==> config.mk <==
export PLATFORM = sky130hd
export DESIGN_NAME = wb_writeback
export DESIGN_NICKNAME = d
export VERILOG_FILES = /design/src/rtl/cpu_pkg.sv /design/src/rtl/load_extend.sv /design/src/rtl/wb_writeback.sv
export SDC_FILE = /design/constraint.sdc
export NUM_CORES = 1
export LEC_CHECK = 0
export ABC_AREA = 1
export BUFFER_PORTS_ARGS = -buffer_cell sky130_fd_sc_hd__buf_2
export CORE_ASPECT_RATIO = 1.1
export CORE_MARGIN = 2
export CORE_UTILIZATION = 50
export CTS_CLUSTER_SIZE = 16
export DETAILED_ROUTE_END_ITERATION = 6
export PLACE_DENSITY_LB_ADDON = 0.3
export RECOVER_POWER = 50
export REMOVE_ABC_BUFFERS = 1
export SLEW_MARGIN = 20
export SYNTH_ARGS = -nofsm -noshare
export SYNTH_HDL_FRONTEND = slang
export SYNTH_SLANG_ARGS = --single-unit
==> constraint.sdc <==
create_clock -name clk -period 2.2 [get_ports clk]
set_clock_uncertainty 0.15 [all_clocks]
set_input_delay 0.11 -clock clk [delete_from_list [all_inputs] [get_ports clk]]
set_output_delay 0.11 -clock clk [all_outputs]
set_load 0.02 [all_outputs]
==> src/rtl/cpu_pkg.sv <==
// Shared CPU pipeline types: writeback source select, load size and
// writeback stage state encoding.
package cpu_pkg;

    typedef enum logic {
        WB_ALU  = 1'b0,
        WB_LOAD = 1'b1
    } wb_sel_t;

    // Encoding 2'b11 has no name and is handled as a word load.
    typedef enum logic [1:0] {
        LD_WORD = 2'b00,
        LD_HALF = 2'b01,
        LD_BYTE = 2'b10
    } ld_size_t;

    typedef enum logic {
        ST_IDLE      = 1'b0,
        ST_WAIT_LOAD = 1'b1
    } wb_state_t;

endpackage

==> src/rtl/load_extend.sv <==
// Load data lane select and sign/zero extension (purely combinational).
module load_extend
    import cpu_pkg::*;
(
    input  logic [31:0] rdata,
    input  logic [1:0]  addr,
    input  ld_size_t    size,
    input  logic        is_signed,
    output logic [31:0] result
);

    logic [15:0] half_lane;
    logic [7:0]  byte_lane;

    // Pick the addressed halfword and byte from the little-endian word.
    always_comb begin
        half_lane = addr[1] ? rdata[31:16] : rdata[15:0];
        case (addr)
            2'd0:    byte_lane = rdata[7:0];
            2'd1:    byte_lane = rdata[15:8];
            2'd2:    byte_lane = rdata[23:16];
            default: byte_lane = rdata[31:24];
        endcase
    end

    // Extend the selected lane; words (and the unused 2'b11 size) pass through.
    always_comb begin
        case (size)
            LD_HALF: result = is_signed ? {{16{half_lane[15]}}, half_lane}
                                        : {16'h0000, half_lane};
            LD_BYTE: result = is_signed ? {{24{byte_lane[7]}}, byte_lane}
                                        : {24'h000000, byte_lane};
            default: result = rdata;
        endcase
    end

endmodule

==> src/rtl/wb_writeback.sv <==
// Writeback stage: owns the register-file write port. ALU results are written
// the cycle after acceptance; loads wait for memory read data (bounded by a
// timeout), then are lane-selected and extended before the write.
module wb_writeback
    import cpu_pkg::*;
#(
    parameter int unsigned TIMEOUT_CYCLES = 64
) (
    input  logic        clk,
    input  logic        rst,
    input  logic        in_valid,
    output logic        in_ready,
    input  logic        in_reg_wr,
    input  logic        in_wb_sel,
    input  logic [3:0]  in_reg_dst,
    input  logic [31:0] in_alu_result,
    input  logic [1:0]  in_ld_size,
    input  logic        in_ld_signed,
    input  logic        mem_rvalid,
    input  logic [31:0] mem_rdata,
    output logic        wr,
    output logic [3:0]  wr_dst,
    output logic [31:0] wr_data,
    output logic        stall,
    output logic        err_timeout
);

    localparam int unsigned CNT_W = $clog2(TIMEOUT_CYCLES) + 1;
    localparam logic [CNT_W-1:0] CNT_LAST = CNT_W'(TIMEOUT_CYCLES - 1);

    wb_state_t        state;
    logic [CNT_W-1:0] wait_cnt;
    logic [3:0]       ld_dst;
    logic             ld_wr;
    logic [1:0]       ld_addr;
    ld_size_t         ld_size;
    logic             ld_signed;
    logic [31:0]      ld_value;

    load_extend u_load_extend (
        .rdata     (mem_rdata),
        .addr      (ld_addr),
        .size      (ld_size),
        .is_signed (ld_signed),
        .result    (ld_value)
    );

    // Handshake decodes the state register only, never the in_* inputs.
    always_comb begin
        in_ready = (state == ST_IDLE);
        stall    = (state != ST_IDLE);
    end

    // Stage FSM, pending-load context, timeout counter and registered write port.
    always_ff @(posedge clk) begin
        if (rst) begin
            state       <= ST_IDLE;
            wait_cnt    <= '0;
            ld_dst      <= '0;
            ld_wr       <= 1'b0;
            ld_addr     <= '0;
            ld_size     <= LD_WORD;
            ld_signed   <= 1'b0;
            wr          <= 1'b0;
            wr_dst      <= '0;
            wr_data     <= '0;
            err_timeout <= 1'b0;
        end else begin
            wr          <= 1'b0;
            err_timeout <= 1'b0;
            case (state)
                ST_IDLE: begin
                    if (in_valid) begin
                        if (wb_sel_t'(in_wb_sel) == WB_LOAD) begin
                            ld_dst    <= in_reg_dst;
                            ld_wr     <= in_reg_wr;
                            ld_addr   <= in_alu_result[1:0];
                            ld_size   <= ld_size_t'(in_ld_size);
                            ld_signed <= in_ld_signed;
                            wait_cnt  <= '0;
                            state     <= ST_WAIT_LOAD;
                        end else begin
                            wr <= in_reg_wr;
                            if (in_reg_wr) begin
                                wr_dst  <= in_reg_dst;
                                wr_data <= in_alu_result;
                            end
                        end
                    end
                end
                default: begin
                    // Read data wins over the timeout in the same cycle.
                    if (mem_rvalid) begin
                        wr    <= ld_wr;
                        state <= ST_IDLE;
                        if (ld_wr) begin
                            wr_dst  <= ld_dst;
                            wr_data <= ld_value;
                        end
                    end else if (wait_cnt == CNT_LAST) begin
                        err_timeout <= 1'b1;
                        state       <= ST_IDLE;
                    end else begin
                        wait_cnt <= wait_cnt + CNT_W'(1);
                    end
                end
            endcase
        end
    end

endmodule

==> metrics.md, run 1 <==
| Metric | Value |
|---|---|
| Max-cap violations | `0` |
| CP Capture Type | `flip-flop` |
| Core Region | `0.006156 sq mm` |
| CP arrival | `2.12 ns` |
| Power per Cell Area | `520.4 mW/mm^2` |
| WL/cell | `12.69 um` |
| P_leak | `2.146 nW` |
| Post-synth EDFFs | `0` |
| Post-CTS setup-driven buffer insertion count | `0` |
| DRT Pass-1 Iters | `5` |
| Critical path required time | `2.30 ns` |
| Most frequent cells after synthesis | `218 x nand2_1, 64 x a21oi_1, 60 x nor2_1` |
| Critical setup path kind | `reg -> reg` |
| Placement-stage cell area | `0.003741 sq mm` |
| Max VDD drop | `0.4402 mV` |
| Slew of the pin with the lowest slew margin | `0.6234 ns` |
| Filler Cell Count | `just under 600` |
| First-pass GRT wire length | `15560 um` |
| Die area | `between 0.006 and 0.007 sq mm` |
| Final Max Slew Viols | `0` |
| Critical Path Fanout Max | `5` |
| Iter 0 DRT Violations | `198` |
| Post-layout util | `0.7063` |
| DR vias/cell | `5.021` |
| Final Cycle Share | `0.9186` |
| Post-layout power | `2.263 mW` |
| Most frequent cell after synthesis | `nand2_1` |
| Setup TNS | `0 ns` |
| Buffers on Ports | `116` |
| CTS root buffer | `clkbuf_8` |
| H-tree depth | `2` |
| Routed Antenna Nets | `0` |
| Layout area overhead | `37.46%` |
| Critical R2R Capture | `err_timeout` |
| CTS Buffer Depth | `2` |
| Worst setup path end | `err_timeout` |
| Avg Inst Size Synth | `6.036 sq um` |
| CTS tree | `built` |
| Largest net degree at the start of global routing | `36` |
| Die height | `87.42 um` |
| Final Cell Area | `0.004348 sq mm` |
| Seq/Total Area, Yosys | `0.3544` |
| Die W | `79.84 um` |
| Post-Route WL | `9722 um` |
| Slew margin rel. | `0.5829` |
| Remaining DRCs | `0` |
| Worst flop-to-flop path startpoint | `wait_cnt[0]` |
| Final setup fails | `0` |
| Clk Latency, worst-skew pair | `0.31 ns` |
| Clk slew on worst S/H paths | `0.11 ns` |
| Netlist cell types | `25` |
| Hpwl dp | `6478 um` |
| Final Hold Fails | `0` |
| Diode count | `0` |
| Initial Util | `0.5138` |
| GR Util All Layers | `0.2775` |
| Initial antenna violation count | `0` |
| Post-synth top area share | `0.3544` |
| FFs w/ async S/R, synth | `0` |
| Setup ws final | `0.1792 ns` |
| Synth top area cells | `dfxtp_1 35%, nand2_1 26%, a21oi_1 10%` |
| Most used DFF post-synth | `dfxtp_1` |
| TritonCTS Sinks | `56` |
| Mapped Area | `0.003163 sq mm` |
| Mapped Cells | `524` |
| Crit path time final | `2.021 ns` |
| Flop-to-flop setup slack | `0.18 ns` |
| Highest Clock Rate | `494.8 MHz` |
| Top-level I/O count | `117` |
| Vias in the first global route | `3630` |
| Inserted Clock Buffers | `5` |
| Via count | `3846` |
| Yosys reg bits | `56` |
| # nets final | `765` |
| Pre-CTS WS | `between 0.3 and 0.4 ns` |
| Critical path origin | `wait_cnt[0]` |
| Rows | `30` |
| Status | `finished clean` |
| Worst r2r path cells | `6` |
| Dominant cell type by area after synthesis | `dfxtp_1` |
| Ys Warns | `0` |
| RSZ-0062 raised after global routing | `no` |
| Gpl congestion | `0.9016` |
| Layout cells sized above 1 | `0.1516` |
| CP startpoint kind | `flip-flop` |
| GRT overflow | `0` |
| Hold Path Class | `in -> reg` |
[cells in the final DEF, fill, tap and decap left out, drive strengths merged]
cell	instances
a21oi	65
nand4	1
xor2	1
buf	84
nand3	13
clkbuf	43
inv	42
nor4	1
dlygate4sd3	57
clkinvlp	1
nand2	222
or2	1
dfxtp	56
nor2	62
mux2i	4
ha	3
clkinv	1
o21ai	29
[worst min-delay path by stage]
stage	end	cells after the start	slack (ns)	from
3_5_place_dp	err_timeout	2	0.20	mem_rvalid
2_1_floorplan	wait_cnt[1]	1	0.03	rst
3_3_place_gp	err_timeout	2	0.19	mem_rvalid
4_1_cts	wr_data[15]	3	0.004	in_alu_result[15]
5_1_grt	wr_data[15]	3	0.04	in_alu_result[15]
6_report	wr_data[15]	3	0.008	in_alu_result[15]
[metrics by stage]
stage	instances	hold WS (ns)
5_1_grt	766	0.03848
3_3_place_gp	701	0.1944
3_5_place_dp	701	0.1965
2_1_floorplan	499	0.02907
4_1_cts	766	0.003841
6_report	766	0.008482
[flip-flops by register name (all words and copies together) (netlist names)]
| name | cells |
|---|---|
| err_timeout | 1 |
| wr_dst | 4 |
| stall | 1 |
| ld_signed | 1 |
| wait_cnt | 7 |
| ld_addr | 2 |
| ld_dst | 4 |
| ld_wr | 1 |
| wr_data | 32 |
| wr | 1 |
| ld_size | 2 |
[worst max-delay path, stage by stage, from the launching register on]
cell	delay, ns
dfxtp_1	0.43
ha_1	0.22
nand2_1	0.08
nor2_1	0.12
nand3_1	0.19
nor4_1	0.20
dlygate4sd3_1	0.58
[cell type report]
class | instances | area (sq um) | area share
repair buffers | 179 | 1149 | 0.2642
multi-input cells | 402 | 1728 | 0.3974
clock buffers | 5 | 68.82 | 0.01583
clock inverters | 3 | 27.53 | 0.006331
flip-flops and latches | 56 | 1121 | 0.2578
well taps | 80 | 100.1 | 0.02302
inverters | 41 | 153.9 | 0.03540
[kinds of logic after synthesis]
group	after synthesis	share of synthesized area
buf+inv	66	0.09533
fa+ha+maj	3	0.01187
compound gates	94	0.1499
simple gates	300	0.3730
flops	56	0.3544
mux	4	0.01266
xor+xnor	1	0.002769
[power breakdown]
part	internal, mW	switching [mW]	total [mW]
clock network	0.235	0.371	0.606
logic	0.236	0.334	0.570
registers	1.06	0.0297	1.09
total	1.53	0.734	2.26
[layer usage]
layer  wire length [um]  GRT usage
met1               4009     0.3160
met4                280     0.1094
met5                  0          0
met2               4856     0.5225
met3                576    0.03320
[repair_timing]
item	CTS	global route
hold buffers	57	0
endpoints found under the hold margin	49	0
setup endpoints to repair	0	0
gates resized for setup	0	0
Power figures use the tool's default switching activity.
==> run 2, diff against run 1 <==
--- a/config.mk
+++ b/config.mk
@@ -7,7 +7,6 @@
 export LEC_CHECK = 0
 export ABC_AREA = 1
 export BUFFER_PORTS_ARGS = -buffer_cell sky130_fd_sc_hd__buf_2
-export CORE_ASPECT_RATIO = 1.1
 export CORE_MARGIN = 2
 export CORE_UTILIZATION = 50
 export CTS_CLUSTER_SIZE = 16
==> metrics.md, run 2 (synthesis gave the netlist of run 1 again) <==
| Metric | Value |
|---|---|
| Status | `finished clean (unchanged)` |
| DP Cell Count | `696 (was 701)` |
| Critical setup path kind | `reg -> out (was reg -> reg)` |
| Worst flop-to-flop path startpoint | `ld_size[0] (was wait_cnt[0])` |
| Core Region | `0.006026 sq mm (was 0.006156 sq mm)` |
| CP arrival | `1.69 ns (was 2.12 ns)` |
| Int Pwr | `1.527 mW (was 1.529 mW)` |
| Post-CTS setup-driven buffer insertion count | `0 (unchanged)` |
| Inserted Clock Buffers | `5 (unchanged)` |
| CTS root buffer | `clkbuf_8 (unchanged)` |
| Slew of the pin with the lowest slew margin | `0.7407 ns (was 0.6234 ns)` |
| Layout cells sized above 1 | `0.1526 (was 0.1516)` |
| Gate power share | `0.256 (was 0.252)` |
| Layout Cells excl Fill | `763 (was 766)` |
| CTS Buffer Depth | `2 (unchanged)` |
| WL/cell | `12.96 um (was 12.69 um)` |
| Worst setup path end | `in_ready (was err_timeout)` |
| Slowest stage delay, CP | `0.41 ns (was 0.58 ns)` |
| Iter 0 DRT Violations | `338 (was 198)` |
| Top reg by flops | `wr_data (unchanged)` |
| Final Cell Area | `0.004367 sq mm (was 0.004348 sq mm)` |
| RSZ-0062 raised after global routing | `no (unchanged)` |
| Critical path origin | `stall (was wait_cnt[0])` |
| Met1 Wirelength | `4364 um (was 4009 um)` |
| Cts repair resizes | `0 (unchanged)` |
| # nets final | `767 (was 765)` |
| Final Cycle Share | `0.8853 (was 0.9186)` |
| Met3 routed WL | `555 um (was 576 um)` |
| Layout area overhead | `38.05% (was 37.46%)` |
| TritonCTS Sinks | `56 (unchanged)` |
| Max FFs per register | `32 (unchanged)` |
| Flop-to-flop setup slack | `0.36 ns (was 0.18 ns)` |
| Max layer used | `met4 (unchanged)` |
| Die height | `83.54 um (was 87.42 um)` |
| Slew margin rel. | `0.5062 (was 0.5829)` |
| Largest net degree at the start of global routing | `39 (was 36)` |
| Crit path max-delay cell type | `buf_4 (was dlygate4sd3_1)` |
| Remaining DRCs | `0 (unchanged)` |
| Hpwl dp | `6318 um (was 6478 um)` |
| CP Capture Type | `output port (was flip-flop)` |
| Crit path buf inv count | `4 (was 1)` |
| Max-cap violations | `0 (unchanged)` |
| Delay-heaviest family, CP | `buffers and inverters (was simple AND/OR/NAND/NOR gates)` |
| Max VDD drop | `0.4123 mV (was 0.4402 mV)` |
| Critical path depth | `4 (was 6)` |
| DR vias/cell | `4.991 (was 5.021)` |
| Gpl congestion | `0.9035 (was 0.9016)` |
| Commonest non-fill, non-tap cell in the layout | `nand2_1 (unchanged)` |
| Placement-stage cell area | `0.003736 sq mm (was 0.003741 sq mm)` |
| Worst r2r path cells | `8 (was 6)` |
| Critical path required time | `1.94 ns (was 2.30 ns)` |
| Initial Util | `0.5249 (was 0.5138)` |
| Crit path cell chain | `buf_4 -> inv_2 -> buf_4 -> buf_2 (was ha_1 -> nand2_1 -> nor2_1 -> nand3_1 -> nor4_1 -> dlygate4sd3_1)` |
| H-tree depth | `2 (unchanged)` |
| Power per Cell Area | `518.7 mW/mm^2 (was 520.4 mW/mm^2)` |
| Routed Antenna Nets | `0 (unchanged)` |
| Top-level I/O count | `117 (unchanged)` |
| Highest Clock Rate | `513.5 MHz (was 494.8 MHz)` |
| DRT Pass-1 Iters | `5 (unchanged)` |
| Post-layout util | `0.7247 (was 0.7063)` |
| Sw Ratio | `0.3259 (was 0.3245)` |
| Final Max Slew Viols | `0 (unchanged)` |
| Rows | `28 (was 30)` |
| Reg power frac | `0.480 (was 0.481)` |
| Hold Path Class | `in -> reg (unchanged)` |
| Crit path time final | `1.948 ns (was 2.021 ns)` |
| GRT overflow | `0 (unchanged)` |
| WHS | `0.02111 ns (was 0.008482 ns)` |
| Via count | `3808 (was 3846)` |
| Die W | `83.54 um (was 79.84 um)` |
| Clk slew on worst S/H paths | `0.11 ns (about the same)` |
| Clock network power share | `0.264 (was 0.268)` |
| Vias in the first global route | `3608 (was 3630)` |
| Met2 wire length | `4807 um (was 4856 um)` |
| Critical R2R Capture | `wr_data[3] (was err_timeout)` |
| Diode count | `0 (unchanged)` |
| First-pass GRT wire length | `16260 um (was 15560 um)` |
| Final Hold Fails | `0 (unchanged)` |
| CTS tree | `built (unchanged)` |
| CTS Hold Buffers Added | `59 (was 57)` |
| GR Util All Layers | `0.2793 (was 0.2775)` |
| Net Sw Power | `0.7381 mW (was 0.7343 mW)` |
| Final setup fails | `0 (unchanged)` |
| P_leak | `2.158 nW (was 2.146 nW)` |
| Commonest non-fill, non-tap cells in the layout | `218 x nand2_1, 78 x buf_2, 64 x a21oi_1 (unchanged)` |
| Largest regs | `wr_data: 32 flops, wait_cnt: 7 flops (unchanged)` |
| Post-Route WL | `9886 um (was 9722 um)` |
| Critical Path Fanout Max | `38 (was 5)` |
| Die area | `0.006978 sq mm (was 0.006979 sq mm)` |
| CP most frequent cell | `buf_4` |
| Buffers on Ports | `116 (unchanged)` |
| CP startpoint kind | `flip-flop (unchanged)` |
| Initial antenna violation count | `0 (unchanged)` |
| Clk Latency, worst-skew pair | `0.31 ns (about the same)` |
==> run 2: power groups by stage <==
stage	Clock, mW	Sequential [mW]	Combinational, mW
2_1_floorplan	0	1.15	0.253
3_3_place_gp	0	1.11	0.492
3_5_place_dp	0	1.11	0.496
4_1_cts	0.611	1.08	0.579
5_1_grt	0.641	1.09	0.641
6_report	0.599	1.09	0.580
==> run 2: through the flow <==
stage | setup slack [ns] | TNS, ns | power [mW]
2_1_floorplan | -0.4151 | -6.364 | 1.407
3_3_place_gp | 0.4532 | 0 | 1.598
3_5_place_dp | 0.4399 | 0 | 1.602
4_1_cts | 0.2522 | 0 | 2.273
5_1_grt | 0.1229 | 0 | 2.374
6_report | 0.2524 | 0 | 2.265
==> run 2: tightest hold or removal path, cell delays in order <==
cell and delay (ns):
buf_2 0.08, inv_1 0.04, nand2_1 0.05, nand2_1 0.05
nand2_1 0.05, nand2_1 0.04, nand2_1 0.04
==> run 2: cell type report <==
class | instances | area, sq um
Multi-Input combinational cell | 402 | 1740
Clock inverter | 3 | 22.52
Clock buffer | 5 | 68.82
Tap cell | 75 | 93.84
Timing Repair Buffer | 181 | 1165
Sequential cell | 56 | 1122
Fill cell | 549 | 1659
Inverter | 41 | 153.9
==> run 2: worst min path at each step <==
stage / startpoint / end / slack [ns] / depth (start not counted)
after floorplan: rst / wait_cnt[1] / 0.03 / 1
after global placement: mem_rvalid / err_timeout / 0.20 / 2
after detailed placement: mem_rvalid / err_timeout / 0.20 / 2
after CTS: mem_rdata[13] / wr_data[13] / 0.007 / 5
after global routing: mem_rdata[13] / wr_data[13] / 0.03 / 5
final: mem_rdata[1] / wr_data[1] / 0.02 / 7
==> run 2: layer usage <==
layer | vias to the layer above | track usage
met5 | - | 0
met4 | 0 | 0.08065
met3 | 11 | 0.03462
met2 | 144 | 0.5000
met1 | 1692 | 0.3522
li1 | 1961 | -
==> run 3, diff against run 2 <==
==> constraint.sdc (replaced) <==
create_clock -name clk -period 2.2 [get_ports clk]
set_clock_uncertainty 0.15 [all_clocks]
set_input_delay 0.11 -clock clk [delete_from_list [all_inputs] [get_ports clk]]
set_output_delay 0.11 -clock clk [all_outputs]
set_load 0.1 [all_outputs]
==> metrics.md, run 3 (synthesis gave the netlist of run 1 again) <==
| Metric | Value |
|---|---|
| Status | `finished clean (unchanged)` |
| Register Area | `0.001124 sq mm (was 0.001122 sq mm)` |
| GRT overflow | `0 (unchanged)` |
| Pre-CTS WS | `0.3788 ns (was 0.4399 ns)` |
| Hold Path Class | `in -> reg (unchanged)` |
| CP arrival | `2.14 ns (was 1.69 ns)` |
| Area of the multi-input gates | `0.001769 sq mm (was 0.001740 sq mm)` |
| Layout cells sized above 1 | `0.1592 (was 0.1526)` |
| Layout area overhead | `39.99% (was 38.05%)` |
| Max-cap violations | `0 (unchanged)` |
| CP startpoint kind | `flip-flop (unchanged)` |
| CTS Buffer Depth | `2 (unchanged)` |
| Diode count | `0 (unchanged)` |
| Hold path cells | `7 (unchanged)` |
| H-tree depth | `2 (unchanged)` |
| Filler Cell Count | `524 (was 549)` |
| Crit path time final | `2.068 ns (was 1.948 ns)` |
| Die area | `0.006978 sq mm (unchanged)` |
| Die W | `83.54 um (unchanged)` |
| Highest Clock Rate | `483.5 MHz (was 513.5 MHz)` |
| Largest regs | `wr_data: 32 flops, wait_cnt: 7 flops (unchanged)` |
| Clk slew on worst S/H paths | `0.11 ns (about the same)` |
| Final setup fails | `0 (unchanged)` |
| DRT Pass-1 Iters | `7 (was 5)` |
| Critical Path Fanout Max | `8 (was 38)` |
| Flop-to-flop setup slack | `0.13 ns (was 0.36 ns)` |
| DP Cell Count | `698 (was 696)` |
| Final Max Slew Viols | `0 (unchanged)` |
| Initial Util | `0.5249 (unchanged)` |
| Max FFs per register | `32 (unchanged)` |
| Worst flop-to-flop path startpoint | `ld_size[0] (unchanged)` |
| # nets final | `770 (was 767)` |
| Final Cell Area | `0.004428 sq mm (was 0.004367 sq mm)` |
| Final Hold Fails | `0 (unchanged)` |
| Slew margin rel. | `0.1800 (was 0.5062)` |
| Setup ws final | `0.1318 ns (was 0.2524 ns)` |
| Worst r2r path cells | `11 (was 8)` |
| Routed Antenna Nets | `0 (unchanged)` |
| GR Util All Layers | `0.2973 (was 0.2793)` |
| Slew of the pin with the lowest slew margin | `1.235 ns (was 0.7407 ns)` |
| CTS root buffer | `clkbuf_8 (unchanged)` |
| Worst Hold End | `wr_data[5] (was wr_data[1])` |
| Critical R2R Capture | `wr_data[7] (was wr_data[3])` |
| CTS tree | `built (unchanged)` |
| Vias in the first global route | `3747 (was 3608)` |
| Initial antenna violation count | `0 (unchanged)` |
| Critical path required time | `2.28 ns (was 1.94 ns)` |
| Rows | `28 (unchanged)` |
| Top-level I/O count | `117 (unchanged)` |
| TritonCTS Sinks | `56 (unchanged)` |
| Clk Latency, worst-skew pair | `0.33 ns (was 0.31 ns)` |
| Max VDD drop | `0.4337 mV (was 0.4123 mV)` |
| Hpwl dp | `6639 um (was 6318 um)` |
| Buffers on Ports | `116 (unchanged)` |
| Final Cycle Share | `0.9401 (was 0.8853)` |
| Layout Cells excl Fill | `766 (was 763)` |
| Commonest non-fill, non-tap cells in the layout | `218 x nand2_1, 77 x buf_2, 64 x a21oi_1 (was 218 x nand2_1, 78 x buf_2, 64 x a21oi_1)` |
| P_leak | `2.156 nW (was 2.158 nW)` |
| Power per Cell Area | `563.3 mW/mm^2 (was 518.7 mW/mm^2)` |
| Die height | `83.54 um (unchanged)` |
| Post-layout util | `0.7348 (was 0.7247)` |
| WL/cell | `13.41 um (was 12.96 um)` |
| Largest net degree at the start of global routing | `29 (was 39)` |
| Post-Route WL | `10270 um (was 9886 um)` |
| First-pass GRT wire length | `17320 um (was 16260 um)` |
| Gpl congestion | `0.8841 (was 0.9035)` |
| Post-CTS setup-driven buffer insertion count | `0 (unchanged)` |
| DR vias/cell | `5.144 (was 4.991)` |
| Commonest non-fill, non-tap cell in the layout | `nand2_1 (unchanged)` |
| Core Region | `0.006026 sq mm (unchanged)` |
| Critical setup path kind | `reg -> reg (was reg -> out)` |
| Top reg by flops | `wr_data (unchanged)` |
| Inserted Clock Buffers | `5 (unchanged)` |
| Hold_sp | `mem_rdata[5] (was mem_rdata[1])` |
| Remaining DRCs | `0 (unchanged)` |
| Via count | `3940 (was 3808)` |
| Placement-stage cell area | `0.003751 sq mm (was 0.003736 sq mm)` |
| CP Capture Type | `flip-flop (was output port)` |
| Iter 0 DRT Violations | `361 (was 338)` |
[run 3: changes by cell type in the layout (fill, tap and decap cells not counted), sizes merged]
cell and change:
buf +1, clkinv -2, clkbuf +1, dlygate4sd3 +1, clkinvlp +2
[run 3: critical path: stages, from the launching register on]
cell and delay [ns]:
dfxtp_1 0.35, inv_1 0.08, ha_4 0.16, nand2_1 0.08
inv_2 0.09, nand2_1 0.09, nand2_1 0.08, o21ai_0 0.16
nand2_1 0.07, nand2_1 0.06, dlygate4sd3_1 0.55, nand2_1 0.05
[run 3: layout make-up]
type,count,area share
Sequential cell,56,0.2537
Tap cell,75,0.02119
Clock buffer,5,0.01554
Timing Repair Buffer,184,0.2693
Inverter,41,0.03476
Multi-Input combinational cell,402,0.3995
Clock inverter,3,0.005934
[run 3: stage by stage]
| stage | setup TNS, ns | hold slack [ns] | total power, mW |
|---|---|---|---|
| after floorplan | -49.67 | 0.02907 | 1.605 |
| after global placement | 0 | 0.2003 | 1.796 |
| after detailed placement | 0 | 0.2054 | 1.803 |
| after CTS | 0 | 0.008537 | 2.487 |
| after global routing | -0.02293 | 0.04186 | 2.600 |
| final | 0 | 0.02045 | 2.494 |
[run 3: repair_timing]
action                                 4_1_cts  5_1_grt
setup endpoints to repair                    0        1
hold buffers                                60        0
endpoints found under the hold margin       53        0
gates resized for setup                      0        8
[run 3: metal layers]
layer	wire length (um)	part of all wire	global-route usage
met1	4286	0.42	0.3791
met2	5139	0.50	0.5257
met3	662	0.064	0.03956
met4	186	0.018	0.08504
met5	0	0	0
[run 3: worst max path at each step]
stage / startpoint / slack, ns / depth (start not counted) / end
2_1_floorplan: stall / -1.41 / 7 / wait_cnt[5]
3_3_place_gp: stall / 0.47 / 8 / wr_dst[0]
3_5_place_dp: stall / 0.38 / 8 / wr_dst[3]
4_1_cts: ld_size[0] / 0.03 / 8 / wr_data[7]
5_1_grt: ld_size[0] / -0.02 / 11 / wr_data[7]
6_report: ld_size[0] / 0.13 / 11 / wr_data[7]
[run 3: power by group]
part / leakage [nW] / total [mW] / internal (mW) / switching (mW)
clock: 0.0423 / 0.616 / 0.233 / 0.384
combinational: 1.66 / 0.791 / 0.246 / 0.544
sequential: 0.457 / 1.09 / 1.06 / 0.0291
total: 2.16 / 2.49 / 1.54 / 0.957
